**config.mk**
```make
export PLATFORM = sky130hd
export DESIGN_NAME = jstk_poller_flat
export DESIGN_NICKNAME = d
export VERILOG_FILES = /design/src/rtl/jstk_poller_pkg.sv /design/src/rtl/jstk_poller_if.sv /design/src/rtl/jstk_poller_sync2.sv /design/src/rtl/jstk_poller.sv /design/src/flat_wrapper.sv
export SDC_FILE = /design/constraint.sdc
export NUM_CORES = 1
export LEC_CHECK = 0
export ABC_CLOCK_PERIOD_IN_PS = 3590
export CAP_MARGIN = 20
export CORE_MARGIN = 2
export CORE_UTILIZATION = 30
export DETAILED_ROUTE_END_ITERATION = 10
export SLEW_MARGIN = 20
export SYNTH_ARGS = -nofsm -noshare
export SYNTH_HDL_FRONTEND = slang
export SYNTH_SLANG_ARGS = --single-unit
```
**constraint.sdc**
```tcl
create_clock -name clk -period 3.59 [get_ports clk]
set_input_delay 0.8975 -clock clk [delete_from_list [all_inputs] [get_ports clk]]
set_output_delay 0.8975 -clock clk [all_outputs]
set_load 0.01 [all_outputs]
```
**src/rtl/jstk_poller_pkg.sv**
```systemverilog
// Shared constants for the PMOD joystick poller: command byte,
// reply byte-field offsets and FSM state encodings.
package jstk_poller_pkg;

    localparam logic [5:0] JSTK_CMD_LED = 6'b100000;

    localparam int X_LO_OFF = 32;
    localparam int X_HI_OFF = 24;
    localparam int Y_LO_OFF = 16;
    localparam int Y_HI_OFF = 8;
    localparam int BTN_OFF  = 0;

    typedef enum logic [1:0] {
        ST_IDLE,
        ST_REQ,
        ST_XFER,
        ST_CAPTURE
    } state_e;

    function automatic logic [9:0] field10(
        input logic [39:0] f,
        input int          lo,
        input int          hi
    );
        return {f[hi +: 2], f[lo +: 8]};
    endfunction

endpackage

```
**src/rtl/jstk_poller_if.sv**
```systemverilog
// SPI-master side bundle: transfer request, command frame,
// reply frame and chip select.
interface jstk_poller_if;

    logic        spi_trigger;
    logic [39:0] spi_out_bytes;
    logic [39:0] spi_in_bytes;
    logic        spi_cs;

    modport master (
        output spi_trigger,
        output spi_out_bytes,
        input  spi_in_bytes,
        input  spi_cs
    );

    modport slave (
        input  spi_trigger,
        input  spi_out_bytes,
        output spi_in_bytes,
        output spi_cs
    );

endinterface

```
**src/rtl/jstk_poller_sync2.sv**
```systemverilog
// Two-flop synchroniser; resets to 1 so an idle-high CS
// never looks like an active transfer after reset.
module jstk_poller_sync2 (
    input  logic clk,
    input  logic rst,
    input  logic d_i,
    output logic q_o
);

    logic meta_q;
    logic sync_q;

    always_ff @(posedge clk) begin
        if (rst) begin
            meta_q <= 1'b1;
            sync_q <= 1'b1;
        end else begin
            meta_q <= d_i;
            sync_q <= meta_q;
        end
    end

    assign q_o = sync_q;

endmodule

```
**src/rtl/jstk_poller.sv**
```systemverilog
// PMOD joystick poller: periodic 40-bit SPI polls, reply decode
// and Pong paddle integration of Y deflection.
module jstk_poller
    import jstk_poller_pkg::*;
#(
    parameter int POLL_CYCLES    = 1_000_000,
    parameter int TIMEOUT_CYCLES = 8192,
    parameter int CENTER         = 512,
    parameter int DEADZONE       = 64,
    parameter int STEP           = 4,
    parameter int PADDLE_MAX     = 400,
    parameter int POS_W          = 10
) (
    input  logic             clk,
    input  logic             rst,
    input  logic             enable,
    input  logic [1:0]       led,
    jstk_poller_if.master    spi,
    output logic [9:0]       joy_x,
    output logic [9:0]       joy_y,
    output logic [2:0]       joy_btn,
    output logic             frame_valid,
    output logic [POS_W-1:0] paddle_pos,
    output logic             err
);

    localparam int PW = $clog2(POLL_CYCLES + 1);
    localparam int TW = $clog2(TIMEOUT_CYCLES + 1);

    localparam logic [PW-1:0]    POLL_LAST = PW'(POLL_CYCLES - 1);
    localparam logic [TW-1:0]    TMO_LAST  = TW'(TIMEOUT_CYCLES - 1);
    localparam logic [9:0]       Y_HI      = 10'(CENTER + DEADZONE);
    localparam logic [9:0]       Y_LO      = 10'(CENTER - DEADZONE);
    localparam logic [9:0]       JOY_RST   = 10'(CENTER);
    localparam logic [POS_W:0]   MAX_X     = (POS_W+1)'(PADDLE_MAX);
    localparam logic [POS_W:0]   STEP_X    = (POS_W+1)'(STEP);
    localparam logic [POS_W-1:0] STEP_P    = POS_W'(STEP);
    localparam logic [POS_W-1:0] POS_RST   = POS_W'(PADDLE_MAX / 2);

    state_e           state_q;
    logic [PW-1:0]    poll_q;
    logic [TW-1:0]    tmo_q;
    logic             trig_q;
    logic [1:0]       led_q;
    logic [9:0]       x_q;
    logic [9:0]       y_q;
    logic [2:0]       btn_q;
    logic             fv_q;
    logic [POS_W-1:0] pos_q;
    logic [POS_W-1:0] pos_d;
    logic             err_q;
    logic             cs_s;

    logic [9:0]       x_new;
    logic [9:0]       y_new;
    logic [POS_W:0]   up_w;
    logic             unused_bits;

    jstk_poller_sync2 u_cs_sync (
        .clk (clk),
        .rst (rst),
        .d_i (spi.spi_cs),
        .q_o (cs_s)
    );

    assign x_new = field10(spi.spi_in_bytes, X_LO_OFF, X_HI_OFF);
    assign y_new = field10(spi.spi_in_bytes, Y_LO_OFF, Y_HI_OFF);
    assign up_w  = {1'b0, pos_q} + STEP_X;

    assign unused_bits = ^{spi.spi_in_bytes[31:26],
                           spi.spi_in_bytes[15:10],
                           spi.spi_in_bytes[7:3]};

    // Boundary values CENTER+-DEADZONE fall through to "no motion"
    always_comb begin
        pos_d = pos_q;
        if (y_new > Y_HI) begin
            pos_d = (up_w > MAX_X) ? MAX_X[POS_W-1:0] : up_w[POS_W-1:0];
        end else if (y_new < Y_LO) begin
            pos_d = (pos_q < STEP_P) ? '0 : pos_q - STEP_P;
        end
    end

    always_ff @(posedge clk) begin
        if (rst) begin
            state_q <= ST_IDLE;
            poll_q  <= '0;
            tmo_q   <= '0;
            trig_q  <= 1'b0;
            led_q   <= 2'b00;
            x_q     <= JOY_RST;
            y_q     <= JOY_RST;
            btn_q   <= 3'b000;
            fv_q    <= 1'b0;
            pos_q   <= POS_RST;
            err_q   <= 1'b0;
        end else begin
            fv_q <= 1'b0;
            unique case (state_q)
                ST_IDLE: begin
                    if (!enable) begin
                        poll_q <= '0;
                    end else if (poll_q != POLL_LAST) begin
                        poll_q <= poll_q + 1'b1;
                    end else if (cs_s) begin
                        state_q <= ST_REQ;
                        poll_q  <= '0;
                        tmo_q   <= '0;
                        led_q   <= led;
                        trig_q  <= 1'b1;
                    end
                end
                ST_REQ: begin
                    if (tmo_q == TMO_LAST) begin
                        state_q <= ST_IDLE;
                        trig_q  <= 1'b0;
                        err_q   <= 1'b1;
                        tmo_q   <= '0;
                        poll_q  <= '0;
                    end else begin
                        tmo_q <= tmo_q + 1'b1;
                        if (!cs_s) begin
                            state_q <= ST_XFER;
                            trig_q  <= 1'b0;
                        end
                    end
                end
                ST_XFER: begin
                    if (tmo_q == TMO_LAST) begin
                        state_q <= ST_IDLE;
                        err_q   <= 1'b1;
                        tmo_q   <= '0;
                        poll_q  <= '0;
                    end else begin
                        tmo_q <= tmo_q + 1'b1;
                        if (cs_s) begin
                            state_q <= ST_CAPTURE;
                        end
                    end
                end
                ST_CAPTURE: begin
                    x_q     <= x_new;
                    y_q     <= y_new;
                    btn_q   <= spi.spi_in_bytes[BTN_OFF +: 3];
                    pos_q   <= pos_d;
                    fv_q    <= 1'b1;
                    err_q   <= 1'b0;
                    state_q <= ST_IDLE;
                end
                default: state_q <= ST_IDLE;
            endcase
        end
    end

    assign spi.spi_trigger   = trig_q;
    assign spi.spi_out_bytes = {JSTK_CMD_LED, led_q, 32'h0};
    assign joy_x             = x_q;
    assign joy_y             = y_q;
    assign joy_btn           = btn_q;
    assign frame_valid       = fv_q;
    assign paddle_pos        = pos_q;
    assign err               = err_q;

endmodule

```
**src/flat_wrapper.sv**
```systemverilog
// flat-port wrapper written by rule: the top's interface ports become plain ports
module jstk_poller_flat import jstk_poller_pkg::*;
#(
    parameter int POLL_CYCLES    = 1_000_000,
    parameter int TIMEOUT_CYCLES = 8192,
    parameter int CENTER         = 512,
    parameter int DEADZONE       = 64,
    parameter int STEP           = 4,
    parameter int PADDLE_MAX     = 400,
    parameter int POS_W          = 10
)
  (clk, rst, enable, led, joy_x, joy_y, joy_btn, frame_valid, paddle_pos, err, spi_spi_trigger, spi_spi_out_bytes, spi_spi_in_bytes, spi_spi_cs);
  jstk_poller_if spi_i ();
  input  logic clk;
  input  logic rst;
  input  logic enable;
  input  logic [1:0] led;
  output logic [9:0] joy_x;
  output logic [9:0] joy_y;
  output logic [2:0] joy_btn;
  output logic frame_valid;
  output logic [POS_W-1:0] paddle_pos;
  output logic err;
  output wire logic [$bits(spi_i.spi_trigger)-1:0] spi_spi_trigger;
  output wire logic [$bits(spi_i.spi_out_bytes)-1:0] spi_spi_out_bytes;
  input wire logic [$bits(spi_i.spi_in_bytes)-1:0] spi_spi_in_bytes;
  input wire logic [$bits(spi_i.spi_cs)-1:0] spi_spi_cs;
  assign spi_spi_trigger = spi_i.spi_trigger;
  assign spi_spi_out_bytes = spi_i.spi_out_bytes;
  assign spi_i.spi_in_bytes = spi_spi_in_bytes;
  assign spi_i.spi_cs = spi_spi_cs;
  jstk_poller #(.POLL_CYCLES(POLL_CYCLES), .TIMEOUT_CYCLES(TIMEOUT_CYCLES), .CENTER(CENTER), .DEADZONE(DEADZONE), .STEP(STEP), .PADDLE_MAX(PADDLE_MAX), .POS_W(POS_W)) u_core (.clk(clk), .rst(rst), .enable(enable), .led(led), .spi(spi_i), .joy_x(joy_x), .joy_y(joy_y), .joy_btn(joy_btn), .frame_valid(frame_valid), .paddle_pos(paddle_pos), .err(err));
endmodule
```
## Yosys cells after proc, flatten, opt, wreduce, memory -nomap -nowiden

Cells that the tools add are included.
Widths: inputs -> output; s select.

| operators by class | value |
|---|---|
| add/sub/neg operators | 4 |
| order comparisons | 4 |
| eq/ne operators | 12 |
| muxes and demuxes | 31 |
| bitwise gates (word level) | 1 |
| reductions and logical operators | 13 |

Operator list:

| cell | count |
|---|---|
| $mux 20 | 4 |
| $mux 14 | 4 |
| $mux 10 | 4 |
| $pmux 20 s2 | 1 |
| $pmux 14 s2 | 1 |
| $add 20x1->20 const B | 1 |
| $ne 20x20->1 const B | 1 |
| $add 14x1->14 const B | 1 |
| $eq 14x13->1 const B | 1 |
| $mux 2 | 7 |
| $add 10x3->11 const B | 1 |
| $gt 11x9->1 const B | 1 |
| $gt 10x10->1 const B | 1 |
| $lt 10x3->1 const B | 1 |
| $lt 10x9->1 const B | 1 |
| $reduce_and 5->1 | 2 |
| $sub 10x3->10 const B | 1 |
| $pmux 2 s4 | 1 |
| $reduce_and 4->1 | 2 |
| $reduce_bool 2->1 | 4 |
| $mux 1 | 7 |
| $ne 2x2->1 const B | 3 |
| $ne 3x2->1 const B | 2 |
| $eq 2x2->1 const B | 2 |
| other kinds (9) | 11 |

| word-level totals | value |
|---|---|
| register bits | 76 |
| bits of input ports | 46 |
| output and inout bits | 76 |

## Logic depth before layout (Yosys ltp)

Gate-level depths: netlist of run 1.

| depth | value |
|---|---|
| depth after elaboration | 4 |
| gate-level depth with buffers | 9 |

## Modules after synthesis

From an unflattened synthesis of run 1, not the netlist that was laid out.

| unflattened totals | value |
|---|---|
| cells, all modules | 481 |
| area total of the unflattened synthesis | 4214.0 um2 |

Modules (own cells, without submodules):

| module | instances | cells each | area an instance (um2) |
|---|---|---|---|
| jstk_poller | 1 | 477 | 4161.5 |
| jstk_poller_sync2 | 1 | 4 | 52.6 |

## Worst setup path before layout of run 1

No wires, ideal clock.

| timing path | value |
|---|---|
| kind | reg-to-reg |
| start point | reg u_core.tmo_q[0] |
| end point | reg u_core.poll_q[11] |
| setup time | 0.071 ns |
| arrival | 2.534 ns |
| slack | 0.985 ns |
| stages on the path, launching flop included | 10 |
| buffers on the path | 2 |
| cells stage by stage | dfxtp_1 -> ha_1 -> nand4_1 -> or4_4 -> a21o_1 -> buf_6 -> or2_1 -> buf_6 -> or4_1 -> a21oi_1 |

| between the ends | value |
|---|---|
| cells in the longest elaborated chain, start to end | 3 |

Ends and longest elaborated chain:

| what | line | source |
|---|---|---|
| from (decl) | jstk_poller.sv:42 | `logic [TW-1:0] tmo_q;` |
| from (signal assigned) | jstk_poller.sv:121 | `tmo_q <= tmo_q + 1'b1;` |
| from (signal assigned) | jstk_poller.sv:135 | `tmo_q <= tmo_q + 1'b1;` |
| $eq 14x13->1 | jstk_poller.sv:114, jstk_poller.sv:129 |  |
| $ne 2x1->1 (no source line) | n/a |  |
| $reduce_and 3->1 (no source line) | n/a |  |
| to (signal assigned) | jstk_poller.sv:104 | `poll_q <= poll_q + 1'b1;` |
| to (decl) | jstk_poller.sv:41 | `logic [PW-1:0] poll_q;` |

No other way between the ends.
A chain may end at the register's enable or synchronous reset.

## Worst setup path in the final report of run 1

Same ends and word-level chain as after synthesis.

==> flow_summary.json, run 1 <==
{
  "rr_startpoint": "u_core.tmo_q[0]$_SDFFE_PP0P_",
  "crit_path_start_kind": "register",
  "clockBufferDepth": 2,
  "synth_area_leaders": "dfxtp_1 36%, buf_4 7.4%, mux2i_1 7.1%, nor2_1 5.8%, xnor2_1 5.6%",
  "hp-start": "u_core.u_cs_sync.meta_q$_SDFF_PP1_",
  "yosysTopAreaCellShare": 0.363,
  "post-cts-setup-buffers": 0,
  "synth_top_area_cell": "dfxtp_1",
  "clock_sinks": 74,
  "grt_overflow": 0,
  "nNetsFinal": 599,
  "p_per_area_nw_per_um2": 377,
  "syn_inst": 487,
  "fill_cells": 1373,
  "max_freq_mhz": 330,
  "clock_latency_ns": 0.33,
  "area_delta_synth_final_pct": 23.7,
  "rsz0062_at_grt": "false",
  "fp.dieW_um": 121,
  "port_buffers": 64,
  "timing.final.crit_period_ns": 3.03,
  "htreeDepth": 3,
  "dr.pass1.iters": 4,
  "multi_input_area_um2": 2290,
  "grtUsageTotal": 0.128,
  "finalClockSkew_ns": 0.00799,
  "post-dp-hpwl_um": 6600,
  "grt_max_degree": 23,
  "cap_violations": 0,
  "coreArea_um2": 13200,
  "status": "finished, final reports clean",
  "timing.setup.tns_ns": 0,
  "floorplan.initialDensity": 0.308,
  "cts_resized": 0,
  "finalSetupViolCount": 0,
  "startpoint": "u_core.tmo_q[0]$_SDFFE_PP0P_",
  "synth_edf_count": 0,
  "grt_pass1_wl_um": 15500,
  "ys.flop_type": "dfxtp_1",
  "final-instance-count-excl-fill": 724,
  "cts_buffers": 9,
  "critical_path.top_delay_family": "simple AND/OR/NAND/NOR gates",
  "ys_seq_area_frac": 0.363,
  "hold_violations": 0,
  "synth_commonest_cells": "74 x dfxtp_1, 63 x nor2_1, 40 x buf_4",
  "critPathSlowestCell": "or4_4",
  "hold_path_class": "register to register",
  "placementRows": 42,
  "worstPathArrival_ns": 3.29,
  "path_buf_inv": 0,
  "total_power_w": 0.00190,
  "cts_tree": "yes",
  "postCtsHoldBufs": 0,
  "syn_area_per_cell_um2": 8.38,
  "n_antenna_cell": 0,
  "synth_warnings": 0,
  "final.period_utilization": 0.843,
  "ios": 122,
  "gp_congestion": 0.856,
  "finalWorstSetupSlack_ns": 0.563,
  "utilization": 0.381,
  "crit_chain": "ha_1, nand4_1, or4_4, a21o_1, or2_1, or4_1, a21oi_1",
  "slew_violations": 0,
  "worstPathMaxFanout": 17,
  "dpl_worst_slack_ns": 0.578,
  "critPathKind": "register to register",
  "wl_per_cell_um": 12.7,
  "cpPeakStageDelay_ns": 0.56,
  "worst_pin_slew_ns": 0.704,
  "drc": 0,
  "worstSetupEndpointType": "register",
  "drt_iter0_drc": 125,
  "relSlewSlack": 0.531,
  "grt_pass1_vias": 3347,
  "antenna_found_initial": 0,
  "drt_wl_total_um": 9190,
  "die_h_um": 121,
  "worstPathRequired_ns": 3.85,
  "drive_gt1_frac": 0.0657,
  "leakage_nw": 1.73,
  "synth_area_um2": 4080,
  "ys_types": 59,
  "vdd_drop_max_v": 0.000203,
  "dpl.cell_count": 708,
  "drt.antenna.violating_nets": 0,
  "yosysMostFrequentCell": "dfxtp_1",
  "root_buffer": "clkbuf_16",
  "synth_seq_cells": 74,
  "register_area_um2": 1480,
  "viasPerCell": 4.84,
  "synth_async_sr_flop_share": 0,
  "vias": 3504,
  "cts.reportedPaths.clkPinSlew_ns": 0.06,
  "die_area_um2": 14600
}
-- registers in the layout, summed over array words and instances (netlist names), 2 cells and up --
| name | flops |
|---|---|
| u_core.joy_y | 10 |
| u_core.tmo_q | 14 |
| u_core.joy_x | 10 |
| u_core.paddle_pos | 8 |
| u_core.state_q | 2 |
| u_core.joy_btn | 3 |
| u_core.led_q | 2 |
| u_core.poll_q | 20 |
-- cell families after synthesis --
family | share of synthesized area
compound gates | 0.113
xor+xnor | 0.0579
fa+ha+maj | 0.0307
buf+inv | 0.113
flops | 0.363
mux | 0.0739
other cells | 0.00184
simple gates | 0.247
-- worst register-to-register path: stages, from the launching register on --
cell and delay, ns:
dfxtp_1 0.37, ha_1 0.29, nand4_1 0.20, or4_4 0.56, a21o_1 0.40, or2_1 0.44, or4_1 0.55, a21oi_1 0.15
-- per-layer routing --
layer	up-vias	wire length (um)	global-route usage
li1	1749	-	-
met1	1651	4230	0.160
met2	98	4320	0.213
met3	6	571	0.0387
met4	0	67	0.0349
met5	-	0	0
-- placed cells by master (no fill, tap or decap), types with 8 or more instances in the layout --
cell type,netlist,routed
clkbuf_16,0,9
a21oi_1,18,18
nor4_1,11,10
nand4_1,10,10
ha_1,10,10
buf_4,40,9
dfxtp_1,74,74
nand2b_1,8,8
nor3_1,23,23
conb_1,2,40
nor2_1,63,63
inv_1,11,11
mux2i_1,29,29
clkdlybuf4s50_1,0,64
xnor2_1,26,26
nand3_1,17,17
o21ai_0,17,17
nand2_1,22,22
-- through the flow --
| step | cell area, um^2 | hold slack (ns) |
|---|---|---|
| after global placement | 4740 | 0.395 |
| after detailed placement | 4740 | 0.404 |
| after global routing | 5050 | 0.431 |
| after CTS | 5050 | 0.418 |
| final | 5050 | 0.415 |
| after floorplan | 4220 | 0.389 |
-- final cells by class --
class,instances,share of cell area
timing repair buffer,73,0.140
clock inverter,7,0.0154
multi-input combinational,373,0.454
tap,176,0.0436
inverter,12,0.00892
sequential,74,0.294
clock buffer,9,0.0446
-- power by group --
| part | internal (W) | switching (W) |
|---|---|---|
| logic | 0.0000602 | 0.0000971 |
| registers | 0.000828 | 0.00000707 |
| clock network | 0.000545 | 0.000363 |
-- final timing paths --
kind	end	slack, ns	depth (start not counted)
worst max-delay path	u_core.poll_q[11]$_SDFFE_PP0P_	0.56	7
worst min-delay path	u_core.u_cs_sync.q_o$_SDFF_PP1_	0.42	1
worst max register to register	u_core.poll_q[11]$_SDFFE_PP0P_	0.56	7
worst min register to register	u_core.u_cs_sync.q_o$_SDFF_PP1_	0.42	1
(Power assumes the default switching activity.)
==> run 2: changes to the inputs <==
--- a/config.mk
+++ b/config.mk
@@ -5,7 +5,7 @@
 export SDC_FILE = /design/constraint.sdc
 export NUM_CORES = 1
 export LEC_CHECK = 0
-export ABC_CLOCK_PERIOD_IN_PS = 3590
+export ABC_CLOCK_PERIOD_IN_PS = 2450
 export CAP_MARGIN = 20
 export CORE_MARGIN = 2
 export CORE_UTILIZATION = 30
==> constraint.sdc (replaced) <==
create_clock -name clk -period 2.45 [get_ports clk]
set_input_delay 0.6125 -clock clk [delete_from_list [all_inputs] [get_ports clk]]
set_output_delay 0.6125 -clock clk [all_outputs]
set_load 0.01 [all_outputs]
==> run 2 against run 1 <==
  * First-iteration DRC count down 6.4%
  * Utilization up 2.5 points
  * Design area up 6.5%
  * Clock-buffer cell count up 4
  * Worst hold slack better by 0.015 ns
  * Final cell count up 4.7%
  * Clock skew down 0.0021 ns
  * Die area unchanged
  * Highest routed layer unchanged
  * Register-to-register slack worse by 0.49 ns
  * Largest power group unchanged
  * Non-clock buffer count up 34
  * Critical path type unchanged
  * Sequential power up 47%
  * Flip-flop and latch count unchanged
==> flow_summary.json, run 2 (synthesis gave the netlist of run 1 again) <==
{
  "status": "finished, final reports clean",
  "slew_violations": 0,
  "register_area_um2": 1490,
  "highest_layer": "met4",
  "post-dp-hpwl_um": 7030,
  "cts.reportedPaths.clkPinSlew_ns": 0.06,
  "ios": 122,
  "rsz0062_at_grt": "false",
  "wl_met2_um": 4570,
  "dpl.cell_count": 741,
  "grtUsageTotal": 0.137,
  "cts_buffers": 9,
  "final.period_utilization": 0.969,
  "timing.final.crit_period_ns": 2.37,
  "worstReg2RegEnd": "u_core.paddle_pos[3]$_SDFFE_PP1P_",
  "worstPathRequired_ns": 2.65,
  "finalSetupViolCount": 0,
  "hold_ws_ns": 0.430,
  "final_common_cell": "dfxtp_1",
  "hold_path_class": "register to register",
  "viasPerCell": 4.80,
  "crit_path_start_kind": "register",
  "postCtsHoldBufs": 0,
  "die_area_um2": 14600,
  "gp_congestion": 0.832,
  "max_freq_mhz": 421,
  "reg2reg_slack_ns": 0.08,
  "die_h_um": 121,
  "layout_common_cells": "70 x dfxtp_1, 64 x clkdlybuf4s50_1, 63 x nor2_1",
  "worstSetupEndpointType": "register",
  "clockBufferDepth": 2,
  "largest_register_ff_count": 20,
  "worstPathMaxFanout": 7,
  "antenna_found_initial": 0,
  "wl_per_cell_um": 12.9,
  "wl_met1_um": 4380,
  "area_delta_synth_final_pct": 31.7,
  "placementRows": 42,
  "clock_sinks": 74,
  "cap_violations": 0,
  "grt_max_degree": 23,
  "multi_input_area_um2": 2330,
  "drt.antenna.violating_nets": 0,
  "drt_iter0_drc": 117,
  "relSlewSlack": 0.661,
  "cts_tree": "yes",
  "hold_depth": 1,
  "n_antenna_cell": 0,
  "grt_pass1_vias": 3437,
  "grt_pass1_wl_um": 16000,
  "largestRegisters": "u_core.poll_q: 20 flops, u_core.tmo_q: 14 flops",
  "fp.dieW_um": 121,
  "startpoint": "u_core.paddle_pos[3]$_SDFFE_PP1P_",
  "fill_cells": 1329,
  "timing.setup.tns_ns": 0,
  "drive_gt1_frac": 0.143,
  "hold_end": "u_core.u_cs_sync.q_o$_SDFF_PP1_",
  "vdd_drop_max_v": 0.000386,
  "port_buffers": 64,
  "drc": 0,
  "critPathKind": "register to register",
  "htreeDepth": 3,
  "rr_startpoint": "u_core.paddle_pos[3]$_SDFFE_PP1P_",
  "nNetsFinal": 633,
  "coreArea_um2": 13200,
  "wl_met3_um": 626,
  "p_per_area_nw_per_um2": 535,
  "worstPathArrival_ns": 2.58,
  "hold_violations": 0,
  "finalClockSkew_ns": 0.00594,
  "vias": 3638,
  "grt_overflow": 0,
  "reg2reg_depth": 8,
  "drt_wl_total_um": 9770,
  "final-instance-count-excl-fill": 758,
  "root_buffer": "clkbuf_16",
  "worst_pin_slew_ns": 0.503,
  "dr.pass1.iters": 4,
  "clock_latency_ns": 0.34,
  "regMostFlops": "u_core.poll_q",
  "leakage_nw": 1.91,
  "floorplan.initialDensity": 0.308,
  "hp-start": "u_core.u_cs_sync.meta_q$_SDFF_PP1_"
}
run 2: cell count changes in the layout (fill, tap and decap cells not counted), sizes merged:
cell and change:
buf +34, clkbuf +4, clkinv -3, inv -2, clkinvlp +1
run 2: cell type report:
type                            instances  area share
Clock buffer                           13      0.0503
Clock inverter                          3     0.00861
Inverter                               12     0.00838
Multi-Input combinational cell        373       0.434
Sequential cell                        74       0.277
Tap cell                              176      0.0410
Timing Repair Buffer                  107       0.182
run 2: how the worst max path moves through the flow:
stage                                         to  slack (ns)  cells past startpoint
2_1_floorplan  u_core.paddle_pos[7]$_SDFFE_PP1P_     -0.0008                      9
3_3_place_gp   u_core.paddle_pos[6]$_SDFFE_PP1P_       -0.14                      8
3_5_place_dp   u_core.paddle_pos[6]$_SDFFE_PP1P_       -0.15                      8
4_1_cts        u_core.paddle_pos[7]$_SDFFE_PP1P_        0.02                      9
5_1_grt           u_core.poll_q[11]$_SDFFE_PP0P_       0.003                      6
6_report       u_core.paddle_pos[3]$_SDFFE_PP1P_        0.08                      8
run 2: layer usage:
layer  vias to the layer above  track usage
met4                         0       0.0574
met3                        14       0.0509
met2                       103        0.222
met1                      1710        0.163
li1                       1811            -
met5                         -            0
run 2: critical path: stages, from the launching register on:
cell	delay (ns)
dfxtp_2	0.32
inv_2	0.08
ha_4	0.16
or4b_4	0.48
or4_4	0.43
nor2b_2	0.23
or4_1	0.41
o31ai_1	0.08
a41oi_1	0.06
run 2: power by group:
part           total (W)  leakage [nW]  switching [W]  internal (W)
clock network    0.00139         0.152       0.000515      0.000874
logic           0.000258          1.16       0.000147      0.000111
registers        0.00123         0.598      0.0000104       0.00121
total            0.00287          1.91       0.000673       0.00220
run 2: stage by stage:
step           setup slack (ns)  power (W)  area [um^2]  utilization
6_report                 0.0768    0.00287         5370        0.406
5_1_grt                 0.00323    0.00299         5370        0.406
4_1_cts                  0.0204    0.00291         5350        0.404
3_5_place_dp             -0.147    0.00151         5020        0.379
3_3_place_gp             -0.144    0.00150         5020        0.379
2_1_floorplan         -0.000828    0.00145         4240            -
run 2: timing repair:
item	CTS	global route
buffers inserted	0	2
pin swaps	0	3
gates resized for setup	2	5
endpoints found under the setup margin	4	5
